===== config.mk =====
export PLATFORM = sky130hd
export DESIGN_NAME = bus_arbiter_flat
export DESIGN_NICKNAME = d
export VERILOG_FILES = /design/src/rtl/bus_arbiter_if.sv /design/src/rtl/bus_arbiter.sv /design/src/flat_wrapper.sv
export SDC_FILE = /design/constraint.sdc
export NUM_CORES = 1
export LEC_CHECK = 0
export BUFFER_PORTS_ARGS = -buffer_cell sky130_fd_sc_hd__buf_2
export CAP_MARGIN = 20
export CELL_PAD_IN_SITES_DETAIL_PLACEMENT = 0
export CELL_PAD_IN_SITES_GLOBAL_PLACEMENT = 1
export CORE_MARGIN = 2
export CORE_UTILIZATION = 34
export DETAILED_ROUTE_END_ITERATION = 10
export PLACE_DENSITY = 0.82
export RECOVER_POWER = 50
export SLEW_MARGIN = 5
export SYNTH_ARGS = -nofsm -noshare
export SYNTH_HDL_FRONTEND = slang
export SYNTH_SLANG_ARGS = --single-unit
export TNS_END_PERCENT = 50

===== constraint.sdc =====
create_clock -name clk -period 2.3 [get_ports clk]
set_input_delay 0.46 -clock clk [delete_from_list [all_inputs] [get_ports clk]]
set_output_delay 0.46 -clock clk [all_outputs]
set_load 0.01 [all_outputs]

===== src/rtl/bus_arbiter_if.sv =====
// rtl/bus_arbiter_if.sv - requester and downstream signal bundle for bus_arbiter
interface bus_arbiter_if #(
  parameter int ADDR_WIDTH = 32,
  parameter int DATA_WIDTH = 32
);
  localparam int STRB_WIDTH = DATA_WIDTH / 8;

  // requester A (Wishbone host path)
  logic                  a_valid_i;
  logic                  a_we_i;
  logic [STRB_WIDTH-1:0] a_wstrb_i;
  logic [ADDR_WIDTH-1:0] a_addr_i;
  logic [DATA_WIDTH-1:0] a_wdata_i;
  logic                  a_ready_o;
  logic [DATA_WIDTH-1:0] a_rdata_o;
  logic                  a_err_o;

  // requester B (UART command path)
  logic                  b_valid_i;
  logic                  b_we_i;
  logic [STRB_WIDTH-1:0] b_wstrb_i;
  logic [ADDR_WIDTH-1:0] b_addr_i;
  logic [DATA_WIDTH-1:0] b_wdata_i;
  logic                  b_ready_o;
  logic [DATA_WIDTH-1:0] b_rdata_o;
  logic                  b_err_o;

  // shared downstream register port
  logic                  m_valid_o;
  logic                  m_we_o;
  logic [STRB_WIDTH-1:0] m_wstrb_o;
  logic [ADDR_WIDTH-1:0] m_addr_o;
  logic [DATA_WIDTH-1:0] m_wdata_o;
  logic                  m_ready_i;
  logic [DATA_WIDTH-1:0] m_rdata_i;

  logic [1:0]            grant_o;

  // arbiter side
  modport slave (
    input  a_valid_i, a_we_i, a_wstrb_i, a_addr_i, a_wdata_i,
    input  b_valid_i, b_we_i, b_wstrb_i, b_addr_i, b_wdata_i,
    input  m_ready_i, m_rdata_i,
    output a_ready_o, a_rdata_o, a_err_o,
    output b_ready_o, b_rdata_o, b_err_o,
    output m_valid_o, m_we_o, m_wstrb_o, m_addr_o, m_wdata_o,
    output grant_o
  );

  // requesters plus downstream responder, as seen from outside the arbiter
  modport master (
    output a_valid_i, a_we_i, a_wstrb_i, a_addr_i, a_wdata_i,
    output b_valid_i, b_we_i, b_wstrb_i, b_addr_i, b_wdata_i,
    output m_ready_i, m_rdata_i,
    input  a_ready_o, a_rdata_o, a_err_o,
    input  b_ready_o, b_rdata_o, b_err_o,
    input  m_valid_o, m_we_o, m_wstrb_o, m_addr_o, m_wdata_o,
    input  grant_o
  );
endinterface


===== src/rtl/bus_arbiter.sv =====
// rtl/bus_arbiter.sv - two-requester round-robin register-port arbiter (optional abort: ARB_TIMEOUT_EN)
module bus_arbiter #(
  parameter int ADDR_WIDTH     = 32,
  parameter int DATA_WIDTH     = 32,
  parameter int TIMEOUT_CYCLES = 255
) (
  input  logic          clk,
  input  logic          rst,
  bus_arbiter_if.slave  bus
);
  localparam int STRB_WIDTH = DATA_WIDTH / 8;

  typedef enum logic [1:0] {
    ST_IDLE = 2'd0,
    ST_BUSY = 2'd1,
    ST_DONE = 2'd2
  } state_t;

  state_t                r_state;
  state_t                w_state_nxt;

  // r_last / r_owner_b: 0 = requester A, 1 = requester B
  logic                  r_last;
  logic                  r_owner_b;
  logic [1:0]            r_grant;

  logic                  r_m_valid;
  logic                  r_m_we;
  logic [STRB_WIDTH-1:0] r_m_wstrb;
  logic [ADDR_WIDTH-1:0] r_m_addr;
  logic [DATA_WIDTH-1:0] r_m_wdata;

  logic                  r_a_ready;
  logic                  r_b_ready;
  logic [DATA_WIDTH-1:0] r_a_rdata;
  logic [DATA_WIDTH-1:0] r_b_rdata;

  logic                  w_win_b;
  logic                  w_start;
  logic                  w_complete;
  logic                  w_abort;
  logic [DATA_WIDTH-1:0] w_resp_data;

  // Pick the winner: a lone requester wins, a tie goes to whoever was not served last
  always_comb begin
    w_win_b = 1'b0;
    if (bus.a_valid_i && bus.b_valid_i) begin
      w_win_b = ~r_last;
    end else if (bus.b_valid_i) begin
      w_win_b = 1'b1;
    end
  end

  // State register
  always_ff @(posedge clk or negedge rst) begin
    if (!rst) begin
      r_state <= ST_IDLE;
    end else begin
      r_state <= w_state_nxt;
    end
  end

  // Next-state and transaction strobes
  always_comb begin
    w_state_nxt = r_state;
    w_start     = 1'b0;
    w_complete  = 1'b0;
    case (r_state)
      ST_IDLE: begin
        if (bus.a_valid_i || bus.b_valid_i) begin
          w_start     = 1'b1;
          w_state_nxt = ST_BUSY;
        end
      end
      ST_BUSY: begin
        // a real acknowledge always beats an abort in the same cycle
        if (bus.m_ready_i) begin
          w_complete  = 1'b1;
          w_state_nxt = ST_DONE;
        end else if (w_abort) begin
          w_state_nxt = ST_DONE;
        end
      end
      ST_DONE: begin
        w_state_nxt = ST_IDLE;
      end
      default: begin
        w_state_nxt = ST_IDLE;
      end
    endcase
  end

  // Aborted transactions answer with all-ones
  assign w_resp_data = w_complete ? bus.m_rdata_i : {DATA_WIDTH{1'b1}};

`ifdef ARB_TIMEOUT_EN
  localparam logic [15:0] LP_TO_LAST = 16'(TIMEOUT_CYCLES - 1);

  logic [15:0] r_cnt;
  logic        r_a_err;
  logic        r_b_err;

  // Abort when this unacknowledged BUSY edge would bring the count to TIMEOUT_CYCLES
  assign w_abort = (r_state == ST_BUSY) && !bus.m_ready_i && (r_cnt == LP_TO_LAST);

  // Count BUSY cycles without an acknowledge; restart on every new grant
  always_ff @(posedge clk or negedge rst) begin
    if (!rst) begin
      r_cnt <= 16'd0;
    end else if (w_start) begin
      r_cnt <= 16'd0;
    end else if ((r_state == ST_BUSY) && !bus.m_ready_i) begin
      r_cnt <= r_cnt + 16'd1;
    end
  end

  // Error flags pulse alongside ready only for an aborted transaction
  always_ff @(posedge clk or negedge rst) begin
    if (!rst) begin
      r_a_err <= 1'b0;
      r_b_err <= 1'b0;
    end else if ((r_state == ST_BUSY) && (w_complete || w_abort)) begin
      r_a_err <= w_abort && !r_owner_b;
      r_b_err <= w_abort &&  r_owner_b;
    end else if (r_state == ST_DONE) begin
      r_a_err <= 1'b0;
      r_b_err <= 1'b0;
    end
  end

  assign bus.a_err_o = r_a_err;
  assign bus.b_err_o = r_b_err;
`else
  logic [15:0] w_unused_timeout;

  assign w_unused_timeout = 16'(TIMEOUT_CYCLES);
  assign w_abort          = 1'b0;
  assign bus.a_err_o      = 1'b0;
  assign bus.b_err_o      = 1'b0;
`endif

  // Request latch, grant tracking and response steering
  always_ff @(posedge clk or negedge rst) begin
    if (!rst) begin
      r_last    <= 1'b1;
      r_owner_b <= 1'b0;
      r_grant   <= 2'b00;
      r_m_valid <= 1'b0;
      r_m_we    <= 1'b0;
      r_m_wstrb <= '0;
      r_m_addr  <= '0;
      r_m_wdata <= '0;
      r_a_ready <= 1'b0;
      r_b_ready <= 1'b0;
      r_a_rdata <= '0;
      r_b_rdata <= '0;
    end else begin
      case (r_state)
        ST_IDLE: begin
          if (w_start) begin
            r_owner_b <= w_win_b;
            r_grant   <= w_win_b ? 2'b10 : 2'b01;
            r_m_valid <= 1'b1;
            r_m_we    <= w_win_b ? bus.b_we_i    : bus.a_we_i;
            r_m_wstrb <= w_win_b ? bus.b_wstrb_i : bus.a_wstrb_i;
            r_m_addr  <= w_win_b ? bus.b_addr_i  : bus.a_addr_i;
            r_m_wdata <= w_win_b ? bus.b_wdata_i : bus.a_wdata_i;
          end
        end
        ST_BUSY: begin
          if (w_complete || w_abort) begin
            r_m_valid <= 1'b0;
            r_last    <= r_owner_b;
            if (r_owner_b) begin
              r_b_ready <= 1'b1;
              r_b_rdata <= w_resp_data;
            end else begin
              r_a_ready <= 1'b1;
              r_a_rdata <= w_resp_data;
            end
          end
        end
        ST_DONE: begin
          r_grant   <= 2'b00;
          r_a_ready <= 1'b0;
          r_b_ready <= 1'b0;
          r_a_rdata <= '0;
          r_b_rdata <= '0;
        end
        default: begin
          r_grant   <= 2'b00;
          r_m_valid <= 1'b0;
        end
      endcase
    end
  end

  assign bus.grant_o   = r_grant;
  assign bus.m_valid_o = r_m_valid;
  assign bus.m_we_o    = r_m_we;
  assign bus.m_wstrb_o = r_m_wstrb;
  assign bus.m_addr_o  = r_m_addr;
  assign bus.m_wdata_o = r_m_wdata;
  assign bus.a_ready_o = r_a_ready;
  assign bus.b_ready_o = r_b_ready;
  assign bus.a_rdata_o = r_a_rdata;
  assign bus.b_rdata_o = r_b_rdata;

endmodule


===== src/flat_wrapper.sv =====
// flat-port wrapper written by rule: the top's interface ports become plain ports
module bus_arbiter_flat 
#(
  parameter int ADDR_WIDTH     = 32,
  parameter int DATA_WIDTH     = 32,
  parameter int TIMEOUT_CYCLES = 255
)
  (clk, rst, bus_a_valid_i, bus_a_we_i, bus_a_wstrb_i, bus_a_addr_i, bus_a_wdata_i, bus_b_valid_i, bus_b_we_i, bus_b_wstrb_i, bus_b_addr_i, bus_b_wdata_i, bus_m_ready_i, bus_m_rdata_i, bus_a_ready_o, bus_a_rdata_o, bus_a_err_o, bus_b_ready_o, bus_b_rdata_o, bus_b_err_o, bus_m_valid_o, bus_m_we_o, bus_m_wstrb_o, bus_m_addr_o, bus_m_wdata_o, bus_grant_o);
  bus_arbiter_if #(.ADDR_WIDTH(ADDR_WIDTH), .DATA_WIDTH(DATA_WIDTH)) bus_i ();
  input  logic clk;
  input  logic rst;
  input wire logic [$bits(bus_i.a_valid_i)-1:0] bus_a_valid_i;
  input wire logic [$bits(bus_i.a_we_i)-1:0] bus_a_we_i;
  input wire logic [$bits(bus_i.a_wstrb_i)-1:0] bus_a_wstrb_i;
  input wire logic [$bits(bus_i.a_addr_i)-1:0] bus_a_addr_i;
  input wire logic [$bits(bus_i.a_wdata_i)-1:0] bus_a_wdata_i;
  input wire logic [$bits(bus_i.b_valid_i)-1:0] bus_b_valid_i;
  input wire logic [$bits(bus_i.b_we_i)-1:0] bus_b_we_i;
  input wire logic [$bits(bus_i.b_wstrb_i)-1:0] bus_b_wstrb_i;
  input wire logic [$bits(bus_i.b_addr_i)-1:0] bus_b_addr_i;
  input wire logic [$bits(bus_i.b_wdata_i)-1:0] bus_b_wdata_i;
  input wire logic [$bits(bus_i.m_ready_i)-1:0] bus_m_ready_i;
  input wire logic [$bits(bus_i.m_rdata_i)-1:0] bus_m_rdata_i;
  output wire logic [$bits(bus_i.a_ready_o)-1:0] bus_a_ready_o;
  output wire logic [$bits(bus_i.a_rdata_o)-1:0] bus_a_rdata_o;
  output wire logic [$bits(bus_i.a_err_o)-1:0] bus_a_err_o;
  output wire logic [$bits(bus_i.b_ready_o)-1:0] bus_b_ready_o;
  output wire logic [$bits(bus_i.b_rdata_o)-1:0] bus_b_rdata_o;
  output wire logic [$bits(bus_i.b_err_o)-1:0] bus_b_err_o;
  output wire logic [$bits(bus_i.m_valid_o)-1:0] bus_m_valid_o;
  output wire logic [$bits(bus_i.m_we_o)-1:0] bus_m_we_o;
  output wire logic [$bits(bus_i.m_wstrb_o)-1:0] bus_m_wstrb_o;
  output wire logic [$bits(bus_i.m_addr_o)-1:0] bus_m_addr_o;
  output wire logic [$bits(bus_i.m_wdata_o)-1:0] bus_m_wdata_o;
  output wire logic [$bits(bus_i.grant_o)-1:0] bus_grant_o;
  assign bus_i.a_valid_i = bus_a_valid_i;
  assign bus_i.a_we_i = bus_a_we_i;
  assign bus_i.a_wstrb_i = bus_a_wstrb_i;
  assign bus_i.a_addr_i = bus_a_addr_i;
  assign bus_i.a_wdata_i = bus_a_wdata_i;
  assign bus_i.b_valid_i = bus_b_valid_i;
  assign bus_i.b_we_i = bus_b_we_i;
  assign bus_i.b_wstrb_i = bus_b_wstrb_i;
  assign bus_i.b_addr_i = bus_b_addr_i;
  assign bus_i.b_wdata_i = bus_b_wdata_i;
  assign bus_i.m_ready_i = bus_m_ready_i;
  assign bus_i.m_rdata_i = bus_m_rdata_i;
  assign bus_a_ready_o = bus_i.a_ready_o;
  assign bus_a_rdata_o = bus_i.a_rdata_o;
  assign bus_a_err_o = bus_i.a_err_o;
  assign bus_b_ready_o = bus_i.b_ready_o;
  assign bus_b_rdata_o = bus_i.b_rdata_o;
  assign bus_b_err_o = bus_i.b_err_o;
  assign bus_m_valid_o = bus_i.m_valid_o;
  assign bus_m_we_o = bus_i.m_we_o;
  assign bus_m_wstrb_o = bus_i.m_wstrb_o;
  assign bus_m_addr_o = bus_i.m_addr_o;
  assign bus_m_wdata_o = bus_i.m_wdata_o;
  assign bus_grant_o = bus_i.grant_o;
  bus_arbiter #(.ADDR_WIDTH(ADDR_WIDTH), .DATA_WIDTH(DATA_WIDTH), .TIMEOUT_CYCLES(TIMEOUT_CYCLES)) u_core (.clk(clk), .rst(rst), .bus(bus_i));
endmodule

==> results.rst <==
.. list-table::
   :header-rows: 1

   * - Metric
     - Value
   * - Critical Path End Type
     - flop
   * - Clock tree buffer depth
     - 2
   * - Slew at the pin closest to its max-slew limit
     - 0.974 ns
   * - Flip-flop cell with the highest count after synthesis
     - sky130_fd_sc_hd__dfrtp_1
   * - Global-route wire length before repair
     - 28500 µm
   * - Via count of the first global-routing pass
     - 5578
   * - Antenna violations before repair
     - 0
   * - I/O Pins
     - 315
   * - Mean routed wirelength per cell
     - 15.8 µm
   * - Most common cell after layout, fill and taps aside
     - sky130_fd_sc_hd__buf_2
   * - P_leak
     - 4.18 nW
   * - Post-cts resize count
     - 0
   * - Overall routed net length
     - 18000 µm
   * - YS warnings
     - 0
   * - Post-CTS Setup Inserts
     - 0
   * - Pin count of the biggest net entering global routing
     - 70
   * - Starting Density
     - 34.7%
   * - Overall die area
     - 19500 µm²
   * - Clock root buffer
     - sky130_fd_sc_hd__clkbuf_16
   * - Number of design rule violations left after detail routing
     - 0
   * - Critical Path Slowest Stage Cell
     - sky130_fd_sc_hd__dfrtp_1
   * - CTS tree
     - yes
   * - Min-Delay Path Class
     - in -> reg
   * - Number of setup violations in the final report
     - 0
   * - Std-Cell Core Area
     - 18000 µm²
   * - Number of standard cells after synthesis
     - 591
   * - Most area-hungry cell type in the Yosys netlist
     - sky130_fd_sc_hd__dfrtp_1
   * - Critical path type
     - reg -> reg
   * - GRT Util Overall
     - 18.4%
   * - Ant diodes
     - 0
   * - Design Power
     - 13.1 mW
   * - Fraction of registers with async set/reset
     - 100%
   * - Largest voltage drop on the vdd net
     - 0.633 mV
   * - Dominant cells by area after synthesis
     - sky130_fd_sc_hd__dfrtp_1 56%, sky130_fd_sc_hd__a21oi_1 11%, sky130_fd_sc_hd__mux2_2 7.2%, sky130_fd_sc_hd__mux2_1 5.0%, sky130_fd_sc_hd__nand2_1 4.3%
   * - Power density of the placed cells
     - 1530 nW/µm²
   * - Stage delay of the slowest cell on the critical path
     - 0.39 ns
   * - Max-capacitance violation count
     - 0
   * - Standard-cell row count
     - 49
   * - Number of buffers created by CTS
     - 17
   * - Count of buffers from port buffering
     - 312
   * - Syn avg cell area
     - 10.6 µm²
   * - Post-route cell area
     - 8570 µm²
   * - Unrepaired setup endpoints after global routing
     - false
   * - Headroom to the max-slew limit
     - 35.1%
   * - Sequential cell area fraction in the yosys report
     - 56.8%
   * - Worst slack on hold paths
     - 0.271 ns
   * - Detailed-route vias per instance
     - 4.72
   * - Clock network latency to the later pin of the worst-skew pair
     - 0.41 ns
   * - Number of hold-repair buffers added at the cts stage
     - 1
   * - Top fanout value on the critical path
     - 33
   * - Height of the chip
     - 140 µm
   * - Result of the run
     - completed
   * - Proportion of netlist area held by the largest area contributor
     - 56.4%
   * - Remaining Overflow, GRT
     - 0
   * - Half-perimeter wire length of the detailed placement result
     - 12900 µm
   * - Total via count after detailed routing
     - 5385
   * - Worst setup slack after layout
     - 0.320 ns
   * - Post-synth EDFFs
     - 0
   * - Total Negative Setup Slacks
     - 0 ns
   * - Part of the cycle the worst path needs
     - 86.1%
   * - Final standard cell utilization of the core
     - 47.6%
   * - Data required time of the critical path
     - 2.59 ns
   * - Startpoint type of the worst setup path
     - flop
   * - Standard cell area after detailed placement
     - 8050 µm²
   * - Num Clock Sinks
     - 142
   * - Fraction of final layout cells sized beyond drive strength 1
     - 37.3%
   * - Mapped cell area
     - 6260 µm²
   * - Filler instances
     - 1760
   * - Min cycle time layout
     - 1.98 ns
   * - Final Hold Violating Endpoints
     - 0
   * - Routability cong.
     - 0.790
   * - Highest attainable clock frequency
     - 0.505 GHz
   * - H-tree lvl count
     - 4
   * - Setup clock skew after layout
     - 0.00830 ns
   * - Placed Cells incl. Taps
     - 1109
   * - Worst path cell trace
     - inv_1 > ha_1 > a21bo_2 > nand2_4 > mux2_2
   * - Data arrival time of the critical path
     - 2.27 ns
   * - Flip-flop and latch count after synthesis
     - 142
   * - Finished Layout Cells
     - 1142
   * - Post-synthesis to final-layout area growth
     - 37.0%
   * - Clock transition time at the flip-flop clock pins of the worst setup and hold paths
     - 0.06 ns
   * - First-pass iteration count of the detailed router
     - 4
   * - Commonest cells after routing, fill and taps aside
     - 244 x sky130_fd_sc_hd__buf_2, 141 x sky130_fd_sc_hd__dfrtp_1, 140 x sky130_fd_sc_hd__a21oi_1
   * - Post-synthesis cell type count
     - 27
   * - Post-placement setup slack
     - 0.335 ns
   * - Final max-slew violation count
     - 0
   * - Iteration-0 DRC count of the detailed router
     - 309
   * - Worst R2R Setup Slack
     - 0.32 ns
   * - X dimension of the die
     - 140 µm
   * - ANT nets after route
     - 0
   * - Final nets
     - 1080
## Yosys cell counts, types with 2 or more instances
master                     number
sky130_fd_sc_hd__clkbuf_1      10
sky130_fd_sc_hd__buf_2         19
sky130_fd_sc_hd__mux2_2        40
sky130_fd_sc_hd__nand2_1       71
sky130_fd_sc_hd__nor2b_1       23
sky130_fd_sc_hd__mux2_1        28
sky130_fd_sc_hd__ha_1           5
sky130_fd_sc_hd__nor2_1        70
sky130_fd_sc_hd__buf_6          8
sky130_fd_sc_hd__and2b_1       10
sky130_fd_sc_hd__a21oi_1      140
sky130_fd_sc_hd__a21bo_2        2
sky130_fd_sc_hd__mux2i_1        3
sky130_fd_sc_hd__a21boi_4       2
sky130_fd_sc_hd__buf_4          4
sky130_fd_sc_hd__dfrtp_1      141
sky130_fd_sc_hd__inv_1          5
## per-layer routing
layer  vias up  GRT usage [%]  wire length (µm)
met3        31           4.44              1160
met4         0           8.05               456
met1      2544           22.4              7490
met2       203           31.1              8900
met5         -              0                 0
li1       2607              -                 -
## area by class of cell
cell class / count / area, µm² / share of cell area (%)
multi-input combinational: 404 / 2440 / 28.5
sequential: 142 / 3550 / 41.5
tap: 229 / 287 / 3.34
clock buffer: 20 / 457 / 5.33
inverter: 5 / 18.8 / 0.219
clock inverter: 12 / 156 / 1.82
timing repair buffer: 330 / 1660 / 19.3
## registers in the layout, indices dropped and copies added (netlist names)
name / count
u_core.bus.a_ready_o: 1
u_core.r_owner_b: 1
u_core.bus.grant_o: 2
u_core.bus.b_ready_o: 1
u_core.r_last: 1
u_core.bus.b_rdata_o: 32
u_core.r_state: 2
u_core.bus.m_we_o: 1
u_core.bus.m_wdata_o: 32
u_core.bus.m_addr_o: 32
u_core.bus.a_rdata_o: 32
u_core.bus.m_wstrb_o: 4
u_core.bus.m_valid_o: 1
## cell families (layout without fill, tap and decap cells)
family | count (synthesis) | count (layout) | share of synthesized area (%)
compound gates | 148 | 148 | 12.7
fa+ha+maj | 5 | 5 | 1.00
simple gates | 178 | 178 | 12.4
flops | 142 | 142 | 56.8
buf+inv | 46 | 367 | 4.34
mux | 71 | 71 | 12.7
other cells | 1 | 2 | 0.0599
## critical path, delay by kind of cell (launching register included)
kind                       cells  cell delay, ns
and+or+nand+nor                1            0.37
buffers and inverters          1            0.13
muxes                          1            0.39
DFF                            1            0.39
AOI/OAI and AO/OA              1            0.28
adders and majority gates      1            0.29
## final timing paths
| check | from | end | cells past startpoint |
|---|---|---|---|
| max reg2reg | u_core.r_state[1]$_DFFE_PN0P_ | u_core.bus.b_rdata_o[30]$_DFFE_PN0P_ | 5 |
| min in group asynchronous | rst | u_core.bus.m_addr_o[20]$_DFFE_PN0P_ | 2 |
| max in group asynchronous | rst | u_core.bus.m_wdata_o[6]$_DFFE_PN0P_ | 3 |
| max | u_core.r_state[1]$_DFFE_PN0P_ | u_core.bus.b_rdata_o[30]$_DFFE_PN0P_ | 5 |
| min | bus_a_addr_i[17] | u_core.bus.m_addr_o[17]$_DFFE_PN0P_ | 3 |
| min reg2reg | u_core.bus.a_rdata_o[4]$_DFFE_PN0P_ | u_core.bus.a_rdata_o[4]$_DFFE_PN0P_ | 1 |
## report_power, final
part	leakage, nW	total [mW]	switching (mW)	internal (mW)
combinational	2.22	5.82	3.27	2.56
sequential	1.65	4.44	0.634	3.80
clock	0.302	2.87	1.09	1.77
(Power assumes the default switching activity.)
